**src/rtl/multi_4x4_if.sv**
```systemverilog
// Operand/result bundle for multi_4x4: the master drives operands, the slave returns the product.
interface multi_4x4_if;
   logic       in_valid;
   logic [3:0] a;
   logic [3:0] b;
   logic       out_valid;
   logic [7:0] product;

   modport master (output in_valid, output a, output b, input out_valid, input product);
   modport slave  (input in_valid, input a, input b, output out_valid, output product);
endinterface

```
**src/rtl/multi_4x4.sv**
```systemverilog
// Unsigned 4x4 array multiplier built from explicit half/full-adder ripple rows, registered 8-bit product.
// Optional feature macro MULTI_4X4_PIPE_EN adds a register stage after reduction row 1 (latency 2).
module multi_4x4 (
   input  logic       clk,
   input  logic       rst,
   multi_4x4_if.slave bus
);

   function automatic logic [1:0] half_add(input logic x, input logic y);
      return {x & y, x ^ y};
   endfunction

   function automatic logic [1:0] full_add(input logic x, input logic y, input logic ci);
      return {(x & y) | (ci & (x ^ y)), x ^ y ^ ci};
   endfunction

   // One reduction row: LSB is a half adder, upper bits ripple through full adders, bit 4 is carry-out.
   function automatic logic [4:0] ripple_add4(input logic [3:0] x, input logic [3:0] y);
      logic [4:0] r;
      logic [1:0] cs;
      logic       c;
      cs   = half_add(x[0], y[0]);
      r[0] = cs[0];
      c    = cs[1];
      for (int k = 1; k < 4; k++) begin
         cs   = full_add(x[k], y[k], c);
         r[k] = cs[0];
         c    = cs[1];
      end
      r[4] = c;
      return r;
   endfunction

   function automatic logic [3:0] pp_row(input logic [3:0] x, input logic bit_sel);
      return x & {4{bit_sel}};
   endfunction

   logic [3:0] pp0_s;
   logic [3:0] pp1_s;
   logic [4:0] row1_s;
   logic [4:0] row1_use_s;
   logic [4:0] row2_s;
   logic [4:0] row3_s;
   logic [3:0] row23_a_s;
   logic [1:0] row23_b_s;
   logic [1:0] lsb_s;
   logic       cap_vld_s;
   logic [7:0] arr_prod_s;
   logic [7:0] product_d;
   logic [7:0] product_q;
   logic       out_valid_d;
   logic       out_valid_q;

   assign pp0_s  = pp_row(bus.a, bus.b[0]);
   assign pp1_s  = pp_row(bus.a, bus.b[1]);
   assign row1_s = ripple_add4(pp1_s, {1'b0, pp0_s[3:1]});

`ifdef MULTI_4X4_PIPE_EN
   logic [4:0] row1_q;
   logic [1:0] lsb_q;
   logic [1:0] b_hi_q;
   logic [3:0] a_q;
   logic       vld_q;

   // Mid-array stage: row-1 result, settled product bits and the operand bits rows 2/3 still need.
   always_ff @(posedge clk) begin
      if (rst) begin
         row1_q <= 5'd0;
         lsb_q  <= 2'd0;
         b_hi_q <= 2'd0;
         a_q    <= 4'd0;
         vld_q  <= 1'b0;
      end else begin
         row1_q <= row1_s;
         lsb_q  <= {row1_s[0], pp0_s[0]};
         b_hi_q <= bus.b[3:2];
         a_q    <= bus.a;
         vld_q  <= bus.in_valid;
      end
   end

   assign row1_use_s = row1_q;
   assign lsb_s      = lsb_q;
   assign row23_a_s  = a_q;
   assign row23_b_s  = b_hi_q;
   assign cap_vld_s  = vld_q;
`else
   assign row1_use_s = row1_s;
   assign lsb_s      = {row1_s[0], pp0_s[0]};
   assign row23_a_s  = bus.a;
   assign row23_b_s  = bus.b[3:2];
   assign cap_vld_s  = bus.in_valid;
`endif

   // Each later row adds the next partial product to the carry-out and upper sums of the row before.
   assign row2_s     = ripple_add4(pp_row(row23_a_s, row23_b_s[0]), row1_use_s[4:1]);
   assign row3_s     = ripple_add4(pp_row(row23_a_s, row23_b_s[1]), row2_s[4:1]);
   assign arr_prod_s = {row3_s[4:1], row3_s[0], row2_s[0], lsb_s};

   // Output next-state: capture on a valid stage, otherwise hold the last product.
   always_comb begin
      product_d   = product_q;
      out_valid_d = cap_vld_s;
      if (cap_vld_s) begin
         product_d = arr_prod_s;
      end else begin
         product_d = product_q;
      end
   end

   // Output register; reset wins over a valid capture in the same cycle.
   always_ff @(posedge clk) begin
      if (rst) begin
         product_q   <= 8'h00;
         out_valid_q <= 1'b0;
      end else begin
         product_q   <= product_d;
         out_valid_q <= out_valid_d;
      end
   end

   assign bus.product   = product_q;
   assign bus.out_valid = out_valid_q;

endmodule

```
**src/flat_wrapper.sv**
```systemverilog
// flat-port wrapper written by rule: the top's interface ports become plain ports
module multi_4x4_flat 
  (clk, rst, bus_in_valid, bus_a, bus_b, bus_out_valid, bus_product);
  multi_4x4_if bus_i ();
  input  logic clk;
  input  logic rst;
  input wire logic [$bits(bus_i.in_valid)-1:0] bus_in_valid;
  input wire logic [$bits(bus_i.a)-1:0] bus_a;
  input wire logic [$bits(bus_i.b)-1:0] bus_b;
  output wire logic [$bits(bus_i.out_valid)-1:0] bus_out_valid;
  output wire logic [$bits(bus_i.product)-1:0] bus_product;
  assign bus_i.in_valid = bus_in_valid;
  assign bus_i.a = bus_a;
  assign bus_i.b = bus_b;
  assign bus_out_valid = bus_i.out_valid;
  assign bus_product = bus_i.product;
  multi_4x4 u_core (.clk(clk), .rst(rst), .bus(bus_i));
endmodule
```
**config.mk**
```make
export PLATFORM = sky130hd
export DESIGN_NAME = multi_4x4_flat
export DESIGN_NICKNAME = d
export VERILOG_FILES = /design/src/rtl/multi_4x4_if.sv /design/src/rtl/multi_4x4.sv /design/src/flat_wrapper.sv
export SDC_FILE = /design/constraint.sdc
export NUM_CORES = 1
export LEC_CHECK = 0
export ABC_AREA = 1
export CAP_MARGIN = 40
export CORE_MARGIN = 2
export CORE_UTILIZATION = 40
export CTS_CLUSTER_SIZE = 24
export DETAILED_ROUTE_END_ITERATION = 12
export GPL_ROUTABILITY_DRIVEN = 0
export PLACE_DENSITY = 0.69
export SLEW_MARGIN = 20
export SYNTH_ARGS = -nofsm -noshare
export SYNTH_HDL_FRONTEND = slang
export SYNTH_SLANG_ARGS = --single-unit
```
**constraint.sdc**
```tcl
create_clock -name clk -period 7.7 [get_ports clk]
set_clock_uncertainty 0.05 [all_clocks]
set_input_delay 0.77 -clock clk [delete_from_list [all_inputs] [get_ports clk]]
set_output_delay 0.77 -clock clk [all_outputs]
set_load 0.05 [all_outputs]
```
### After elaboration in Yosys (flattened, before gate mapping)

Cells that the tools add are included.
Widths: inputs -> output; s select.

| operators by class | value |
|---|---|
| bitwise operators | 52 |

Operator list:

| operator | count |
|---|---|
| $and 1x1->1 | 20 |
| $xor 1x1->1 | 20 |
| $and 4x4->4 | 4 |
| $or 1x1->1 | 8 |

| word-level totals | value |
|---|---|
| register bits | 9 |
| input bits | 11 |
| word-level logic and storage cells | 54 |
| output and inout port bits | 9 |

### Longest topological paths before layout

Gate-level depths: netlist of the first run.

| depth | value |
|---|---|
| depth after elaboration | 16 |
| depth in mapped cells | 20 |
| gate-level depth less buffers | 20 |

### Least setup slack after synthesis of the first run

No wires, ideal clock.

| timing path | value |
|---|---|
| path kind | input-to-reg |
| from | in bus_a[0] |
| to | reg u_core.product_q[6], in the netlist u_core.bus.product[6] |
| setup time | 0.064 ns |
| data required time | 7.586 ns |
| path buffers | 0 |
| arrival time | 4.048 ns |
| slack | 3.538 ns |
| stages | 18 |
| cells stage by stage | nand2_1 > inv_1 > ha_1 > inv_1 > fa_1 > fa_1 > fa_1 > fa_1 > inv_1 > fa_1 > inv_1 > fa_1 > inv_1 > fa_1 > inv_1 > nand2_1 > nand2_1 > nor2_1 |

| on the way | value |
|---|---|
| longest elaborated chain between the ends | 15 |
| elaborated cells on any way between the ends | 39 |
| classes of those cells | 39 x bitwise |

RTL lines:

| what | RTL line | source |
|---|---|---|
| from (decl) | flat_wrapper.sv:8 | `input wire logic [$bits(bus_i.a)-1:0] bus_a;` |
| $and 4x4->4 | multi_4x4.sv:35 | `return x & {4{bit_sel}};` |
| $and 1x1->1 | multi_4x4.sv:10 | `return {x & y, x ^ y};` |
| $and 1x1->1 | multi_4x4.sv:14 | `return {(x & y) \| (ci & (x ^ y)), x ^ y ^ ci};` |
| $or 1x1->1 | multi_4x4.sv:14 |  |
| $and 1x1->1 / $xor 1x1->1 (equally long branches) | multi_4x4.sv:14 |  |
| $or 1x1->1 / $xor 1x1->1 (equally long branches) | multi_4x4.sv:14 |  |
| $xor 1x1->1 / $and 1x1->1 (equally long branches) | multi_4x4.sv:14 |  |
| $xor 1x1->1 / $or 1x1->1 (equally long branches) | multi_4x4.sv:14 |  |
| $xor 1x1->1 / $and 1x1->1 (equally long branches) | multi_4x4.sv:14 |  |
| $xor 1x1->1 / $or 1x1->1 (equally long branches) | multi_4x4.sv:14 |  |
| $and 1x1->1 / $xor 1x1->1 (equally long branches) | multi_4x4.sv:14 |  |
| $or 1x1->1 / $xor 1x1->1 (equally long branches) | multi_4x4.sv:14 |  |
| $and 1x1->1 | multi_4x4.sv:14 |  |
| $or 1x1->1 | multi_4x4.sv:14 |  |
| $xor 1x1->1 * | multi_4x4.sv:14 |  |
| via u_core.arr_prod_s[6] | multi_4x4.sv:48 | `logic [7:0] arr_prod_s;` |
| to (signal assigned) | multi_4x4.sv:117 | `product_q <= product_d;` |
| to (decl) | multi_4x4.sv:50 | `logic [7:0] product_q;` |

Mark *: on every way through the listed nets, which the timed path passes. The rest lies on a longest branch.
A chain may end at the register's enable or synchronous reset.

### Final worst setup path of the first run

Same ends and word-level chain as after synthesis.

==> results list, run 1 <==
- Of the cells placed in the final design, the portion with a size suffix greater than 1 is 4.17%.
- Counting flops and latches in the post-synthesis netlist gives 9.
- Post-cts resize count: 0
- After Yosys synthesis, full adders, half adders and majority gates account for 30.2% of the synthesized area.
- Path class of the lowest-slack min-delay path: reg2reg
- The number of hold violations in the final report is 0.
- In this run, the clock network consumes 24.6% of the power.
* Final total negative setup slack: 0 ps
- Sequential cell fraction of total power: 35.6%
* Number of distinct library cells after synthesis: 9
- After detailed routing, the number of vias per cell comes to 4.31.
- Summing the areas of all xor and xnor instances in the mapped netlist gives 0% of the synthesized area.
* Total of endpoints with negative setup slack in the final report: 0
- Main combinational cell family by area after synthesis: adder cells
- The final critical path takes up 59.8% of the cycle.
- For this block, the initial DRC count from the detailed router was 5.
- Post-Synth Simple-Gate Area: 27.2%
- TritonCTS built the clock tree.
* Worst Path Required: 7860 ps
* Wire length of the first global-routing pass: 2.13 mm
- Stage delay of the slowest cell on the critical path: 530 ps
* Clock-pin slew of the registers on the worst-case setup and hold paths: 60 ps
* Combinational power share: 39.7%
- Warning count from the yosys run: 0
- For this design the ratio of total power to cell area is 160 nW/um^2.
- On the critical path, the stage with the largest delay is an instance of sky130_fd_sc_hd__clkdlybuf4s50_1.
- Worst reg2reg path startpoint: u_core.bus.product[4]
* Element type at the critical path end: register
- The number of buffers and inverters on the critical path is 7.
* Global-route usage over all layers: 14.3%
- Number of max-capacitance violations reported: 0
* Drt pass-1 iters: 4
- WL final: 1.20 mm
- Mux contribution to synthesized area: 0%
- Number of non-filler instances in the completed layout: 137
* # hold bufs at CTS: 0
* Filler cell count: 164
- DRC: 0
- Final non-filler cell area: 923 um^2
- Crit Reg-Reg Endpoint: u_core.bus.product[4]
- Measured against its own limit, the worst slew margin works out to 66.6%.
* Root Driver: sky130_fd_sc_hd__clkbuf_4
* Switching power summed over all nets: 0.0000549 W
* Crit-path leading delay family: adder cells
* Number of standard cells after synthesis: 98
- In the final design database the tool counted 144 nets.
- Traced cell by cell, the critical path runs through clkdlybuf4s50_1 > nand2_1 > inv_1 > ha_1 > inv_1 > fa_1 > fa_1 > fa_1 > fa_1 > inv_1 > fa_1 > inv_1 > fa_1 > inv_1 > fa_1 > inv_1 > nand2_1 > nand2_1 > nor2_1.
* Setup fix buffers added after clock tree synthesis: 0
- After legalization and detailed placement, the total HPWL measured 1.05 mm.
* Cell Count Post-Placement: 133
- Chip Width: 45.7 um
* R2r worst-path depth: 2
* Placed standard-cell area: 896 um^2
- The die is 45.7 um tall.
- Synthesis produced a netlist with a net count of 121.
- The detail route stage leaves a number of antenna-violating nets equal to 0.
- In this run the mean area of a mapped cell was 7.10 um^2.
* Leakage Power: 0.527 nW
- Compared with the post-synthesis result, the final layout area differs by 32.7%.
- Timing would allow up to 217 MHz.
- DR vias: 591
* Tmin final: 4600 ps
- Core outline area: 1690 um^2
* Internal power component: 0.0000928 W
- # clock sinks: 9
- Worst Hold Launch: u_core.bus.product[1]
- In this run the tool buffered the top-level ports with 19 buffer cells.
- The worst-case IR drop observed on VDD is 0.000104 V.
- At the worst endpoint, the arrival time is 4760 ps.
* Switching power share of the total: 37.2%
- Hold Path End: u_core.bus.product[1]
- The critical path is of the in2reg type.
* N_diodes: 0
- Grt ovf: 0
- Max Buffers Root-to-Sink: 2
* Worst hold-check slack: 421 ps
* Number of pins exceeding their max-slew limit in the final report: 0
* Cell Rows: 15
- CP Max Fanout: 4
- The worst setup path is launched from a primary input.
- Slew at the pin closest to its max-slew limit: 500 ps
* Number of top-level design ports: 20
- Summing the areas of all compound-gate instances in the mapped netlist gives 0% of the synthesized area.
- Post-synthesis instance area: 696 um^2
* DR WL/cell: 8.75 um
* Maximum number of pins on one net before global-route repair: 16
- Initial antenna violation count: 0
* Die footprint: 2090 um^2
- Initial core utilization: 41.2%
- Run status: finished, final reports clean
* Worst-Skew Late Latency: 270 ps
- CTS H-tree depth: 1
* Cell depth of the worst hold path: 2
* Number of global-route vias before repair: 576
- Summing the sequential cell areas from Yosys gives 25.9% of the chip area.
* Total CTS buffers: 3
* Setup repair after global routing missed its margin: false
* Dominant cell type by count on the critical path: sky130_fd_sc_hd__fa_1
- Worst-case register-to-register setup slack: 7090 ps
-- flip-flops by register name (all words and copies together), names as in the netlist --
register	count
u_core.bus.out_valid	1
u_core.bus.product	8
-- routing by layer --
metal,share of wire [%],up-vias,GRT usage [%]
met5,0,-,0
met1,42,263,15.1
met2,53,12,26.2
met3,4.6,0,7.14
met4,0,0,1.71
li1,-,316,-
-- cell type report --
type                       instances  area (um^2)  share of cell area, %
tap                               17         21.3                   2.30
inverter                          28          105                   11.4
multi-input combinational         60          399                   43.2
timing repair buffer              19          190                   20.6
clock inverter                     1         5.00                  0.542
clock buffer                       3         22.5                   2.44
sequential                         9          180                   19.5
-- cells in the final DEF, fill, tap and decap left out, drive strengths merged --
cell / Yosys / layout
clkbuf: 0 / 3
clkdlybuf4s50: 0 / 19
clkinv: 0 / 1
dfxtp: 9 / 9
fa: 8 / 8
ha: 4 / 4
inv: 28 / 28
nand2: 32 / 32
nand3: 1 / 1
nor2: 15 / 15
-- how the worst max path moves through the flow --
stage,startpoint,to,slack [ps],cells past startpoint
floorplan,bus_a[0],u_core.bus.product[6],3540,18
global placement,bus_a[0],u_core.bus.product[6],2850,19
detailed placement,bus_b[1],u_core.bus.product[6],2800,19
CTS,bus_b[1],u_core.bus.product[6],3070,19
global route,bus_a[0],u_core.bus.product[6],2880,19
finish,bus_a[0],u_core.bus.product[6],3100,19
-- worst register-to-register path, delay by kind of cell (launching register included) --
kind | cells | cell delay, ps
and+or+nand+nor | 2 | 160
DFF | 1 | 340
-- logic make-up (layout without fill, tap and decap cells) --
kind of cell               after synthesis  after routing
buffers and inverters                   29             51
adders and majority gates               12             12
DFF                                      9              9
and+or+nand+nor                         48             48
-- power by group through the flow --
stage / registers (W) / logic (W) / clock network (W)
after CTS: 0.0000527 / 0.0000599 / 0.0000375
after global routing: 0.0000532 / 0.0000666 / 0.0000404
after floorplan: 0.0000679 / 0.0000253 / 0
after detailed placement: 0.0000538 / 0.0000597 / 0
after global placement: 0.0000535 / 0.0000581 / 0
final: 0.0000526 / 0.0000587 / 0.0000364
-- cells in the mapped netlist (all sizes together) --
| library cell | instances | area share (%) |
|---|---|---|
| nand2 | 32 | 17 |
| inv | 28 | 15 |
| nor2 | 15 | 9.2 |
| dfxtp | 9 | 26 |
| fa | 8 | 23 |
| ha | 4 | 7.2 |
| buf | 1 | 1.6 |
| nand3 | 1 | 0.72 |
-- through the flow --
stage,utilization [%],setup slack (ps),total power [W]
after floorplan,-,3540,0.0000932
after global placement,53.0,2850,0.000112
after detailed placement,53.0,2800,0.000113
after CTS,54.7,3070,0.000150
after global routing,54.7,2880,0.000160
final,54.7,3100,0.000148
(Power assumes the default switching activity.)
==> run 2: changes to the inputs <==
==> constraint.sdc (replaced) <==
create_clock -name clk -period 4.73 [get_ports clk]
set_clock_uncertainty 0.05 [all_clocks]
set_input_delay 0.473 -clock clk [delete_from_list [all_inputs] [get_ports clk]]
set_output_delay 0.473 -clock clk [all_outputs]
set_load 0.05 [all_outputs]
==> results list, run 2 (synthesized netlist as in run 1, its figures left out) <==
- Run status: finished, final reports clean
- Number of global-route vias before repair: 531
- Detailed-route vias per instance: 4.34
- IR analysis of the VDD net gives a maximum drop of 0.000203 V.
- The detailed router placed 594 vias in this run.
- For this configuration, the core starts out at a cell density of 41.2%.
* Dominant cell type by count on the critical path: sky130_fd_sc_hd__fa_1
- Number of flip-flops under the largest register name: 8
* Worst Path Required: 4870 ps
- After legalization and detailed placement, the total HPWL measured 1.11 mm.
* Number of top-level design ports: 20
- Max-Slew Margin vs Limit: 67.1%
- Category of the most critical setup path: in2reg
- Internal power component: 0.000152 W
- In this run the vertical extent of the chip is 45.7 um.
* Die footprint: 2090 um^2
- Post-CTS timing repair inserted 0 buffers for setup.
* WL final: 1.28 mm
* N_diodes: 0
- Combinational power share: 39.7%
* # hold bufs at CTS: 0
- Cell Rows: 15
- Clock tree from TritonCTS: yes
* Leakage Power: 0.524 nW
- STA classifies the critical path startpoint as a primary input.
* Filler cell count: 173
- After detailed routing, the number of remaining DRC violations is 0.
- # clock sinks: 9
- Share of cells above drive strength 1: 3.33%
* Area grow syn2layout: 32.6%
* Switching power share of the total: 36.5%
* Critical path data arrival time: 4460 ps
* R2r worst-path depth: 2
- CP Max Fanout: 4
- Number of max-capacitance violations reported: 0
- Dividing the detail-routed wire length by the instance count gives 9.37 um.
- Switching power summed over all nets: 0.0000875 W
- Clock network power share: 24.4%
* Clock-pin slew of the registers on the worst-case setup and hold paths: 60 ps
- Path class of the lowest-slack min-delay path: reg2reg
* Ordered list of cells on the worst path: clkdlybuf4s50_1 > nand2_1 > inv_1 > ha_1 > inv_1 > fa_1 > fa_1 > fa_1 > fa_1 > inv_1 > fa_1 > inv_1 > fa_1 > inv_1 > fa_1 > inv_1 > nand2_1 > nand2_1 > nor2_1
- Entering global routing, the biggest net connects 16 pins.
* Antenna viol nets, final: 0
* Final Core Density: 54.6%
* Slew at the pin closest to its max-slew limit: 492 ps
- The routed design could run at a clock period as short as 4310 ps.
- Initial antenna violation count: 0
* Worst-Skew Late Latency: 250 ps
- The share of total power dissipated in sequential elements is 35.9%.
- Worst-case register-to-register setup slack: 4090 ps
* Cell depth of the worst hold path: 2
* Most common cell after layout, fill and taps aside: sky130_fd_sc_hd__nand2_1
- Total of endpoints with negative setup slack in the final report: 0
- In the global route stage, overall resource usage came out at 15.2%.
* Final total negative setup slack: 0 ps
- Chip Width: 45.7 um
* Post-cts resize count: 0
- Part of the cycle the worst path needs: 91.2%
* Grt ovf: 0
- Top library cells by usage in the layout, fill and taps aside: 32 x sky130_fd_sc_hd__nand2_1, 28 x sky130_fd_sc_hd__inv_1, 19 x sky130_fd_sc_hd__clkdlybuf4s50_1
* Total CTS buffers: 3
- Power density cells: 260 nW/um^2
- The core region is 1690 um^2.
- The number of hold violations in the final report came to 0.
* Number of DRC markers after the initial detailed-route iteration: 3
- Post-layout net count: 144
* Achievable frequency: 232 MHz
- The finished layout holds 137 standard cells, fillers aside.
* Number of pins exceeding their max-slew limit in the final report: 0
* Max Buffers Root-to-Sink: 2
- In this run the clock root is driven by a sky130_fd_sc_hd__clkbuf_4.
* Wire length of the first global-routing pass: 2.19 mm
* Stage delay of the slowest cell on the critical path: 520 ps
- Drt pass-1 iters: 4
- Slowest stage cell on the critical path: sky130_fd_sc_hd__clkdlybuf4s50_1
- Setup repair after global routing left no endpoint under its margin.
* CTS H-tree depth: 1
- During placement, the flow inserted port buffers numbering 19.
- Element type at the critical path end: register
- After detailed placement, the design holds a cell count of 133.
run 2: changes by cell type in the layout (fill, tap and decap cells not counted):
cell and change:
sky130_fd_sc_hd__clkinv_2 -1, sky130_fd_sc_hd__clkbuf_1 +1
run 2: per-layer routing:
layer	part of all wire, %	track usage (%)	vias to the layer above
met3	3.3	7.14	0
met2	58	28.2	9
met1	39	16.0	267
li1	-	-	318
met5	0	0	-
met4	0	1.71	0
run 2: layout make-up:
class / instances / area, um^2 / share of cell area [%]
multi-input cells: 60 / 399 / 43.3
flip-flops and latches: 9 / 180 / 19.5
well taps: 17 / 21.3 / 2.31
inverters: 28 / 105 / 11.4
clock buffers: 4 / 26.3 / 2.85
repair buffers: 19 / 190 / 20.6
run 2: metrics by stage:
| stage | total power [W] | worst slack, ps | hold slack (ps) | instance area, um^2 |
|---|---|---|---|---|
| 2_1_floorplan | 0.000152 | 865 | 492 | 696 |
| 3_3_place_gp | 0.000182 | 181 | 410 | 896 |
| 3_5_place_dp | 0.000185 | 124 | 416 | 896 |
| 4_1_cts | 0.000244 | 383 | 424 | 922 |
| 5_1_grt | 0.000258 | 186 | 442 | 922 |
| 6_report | 0.000239 | 417 | 423 | 922 |
run 2: path summary, 6_finish.rpt:
kind | to | start
min | u_core.bus.product[7] | u_core.bus.product[7]
min reg2reg | u_core.bus.product[7] | u_core.bus.product[7]
max | u_core.bus.product[6] | bus_a[0]
max reg2reg | u_core.bus.product[6] | u_core.bus.product[6]
run 2: worst max-delay path, delay by kind of cell:
family | cells | cell delay, ps
adders and majority gates | 8 | 2900
buffers and inverters | 7 | 830
and+or+nand+nor | 4 | 260
run 2: power groups by stage:
stage	Combinational, W	Sequential [W]	Clock (W)
CTS	0.0000970	0.0000860	0.0000609
global placement	0.0000945	0.0000872	0
global route	0.000107	0.0000865	0.0000648
detailed placement	0.0000968	0.0000877	0
finish	0.0000951	0.0000859	0.0000584
floorplan	0.0000412	0.000111	0
==> run 3: changes to the inputs <==
--- a/config.mk
+++ b/config.mk
@@ -11,7 +11,6 @@
 export CORE_UTILIZATION = 40
 export CTS_CLUSTER_SIZE = 24
 export DETAILED_ROUTE_END_ITERATION = 12
-export GPL_ROUTABILITY_DRIVEN = 0
 export PLACE_DENSITY = 0.69
 export SLEW_MARGIN = 20
 export SYNTH_ARGS = -nofsm -noshare
==> results of run 3 <==
Same layout as run 2: the final DEF is identical, and so are final timing and power.
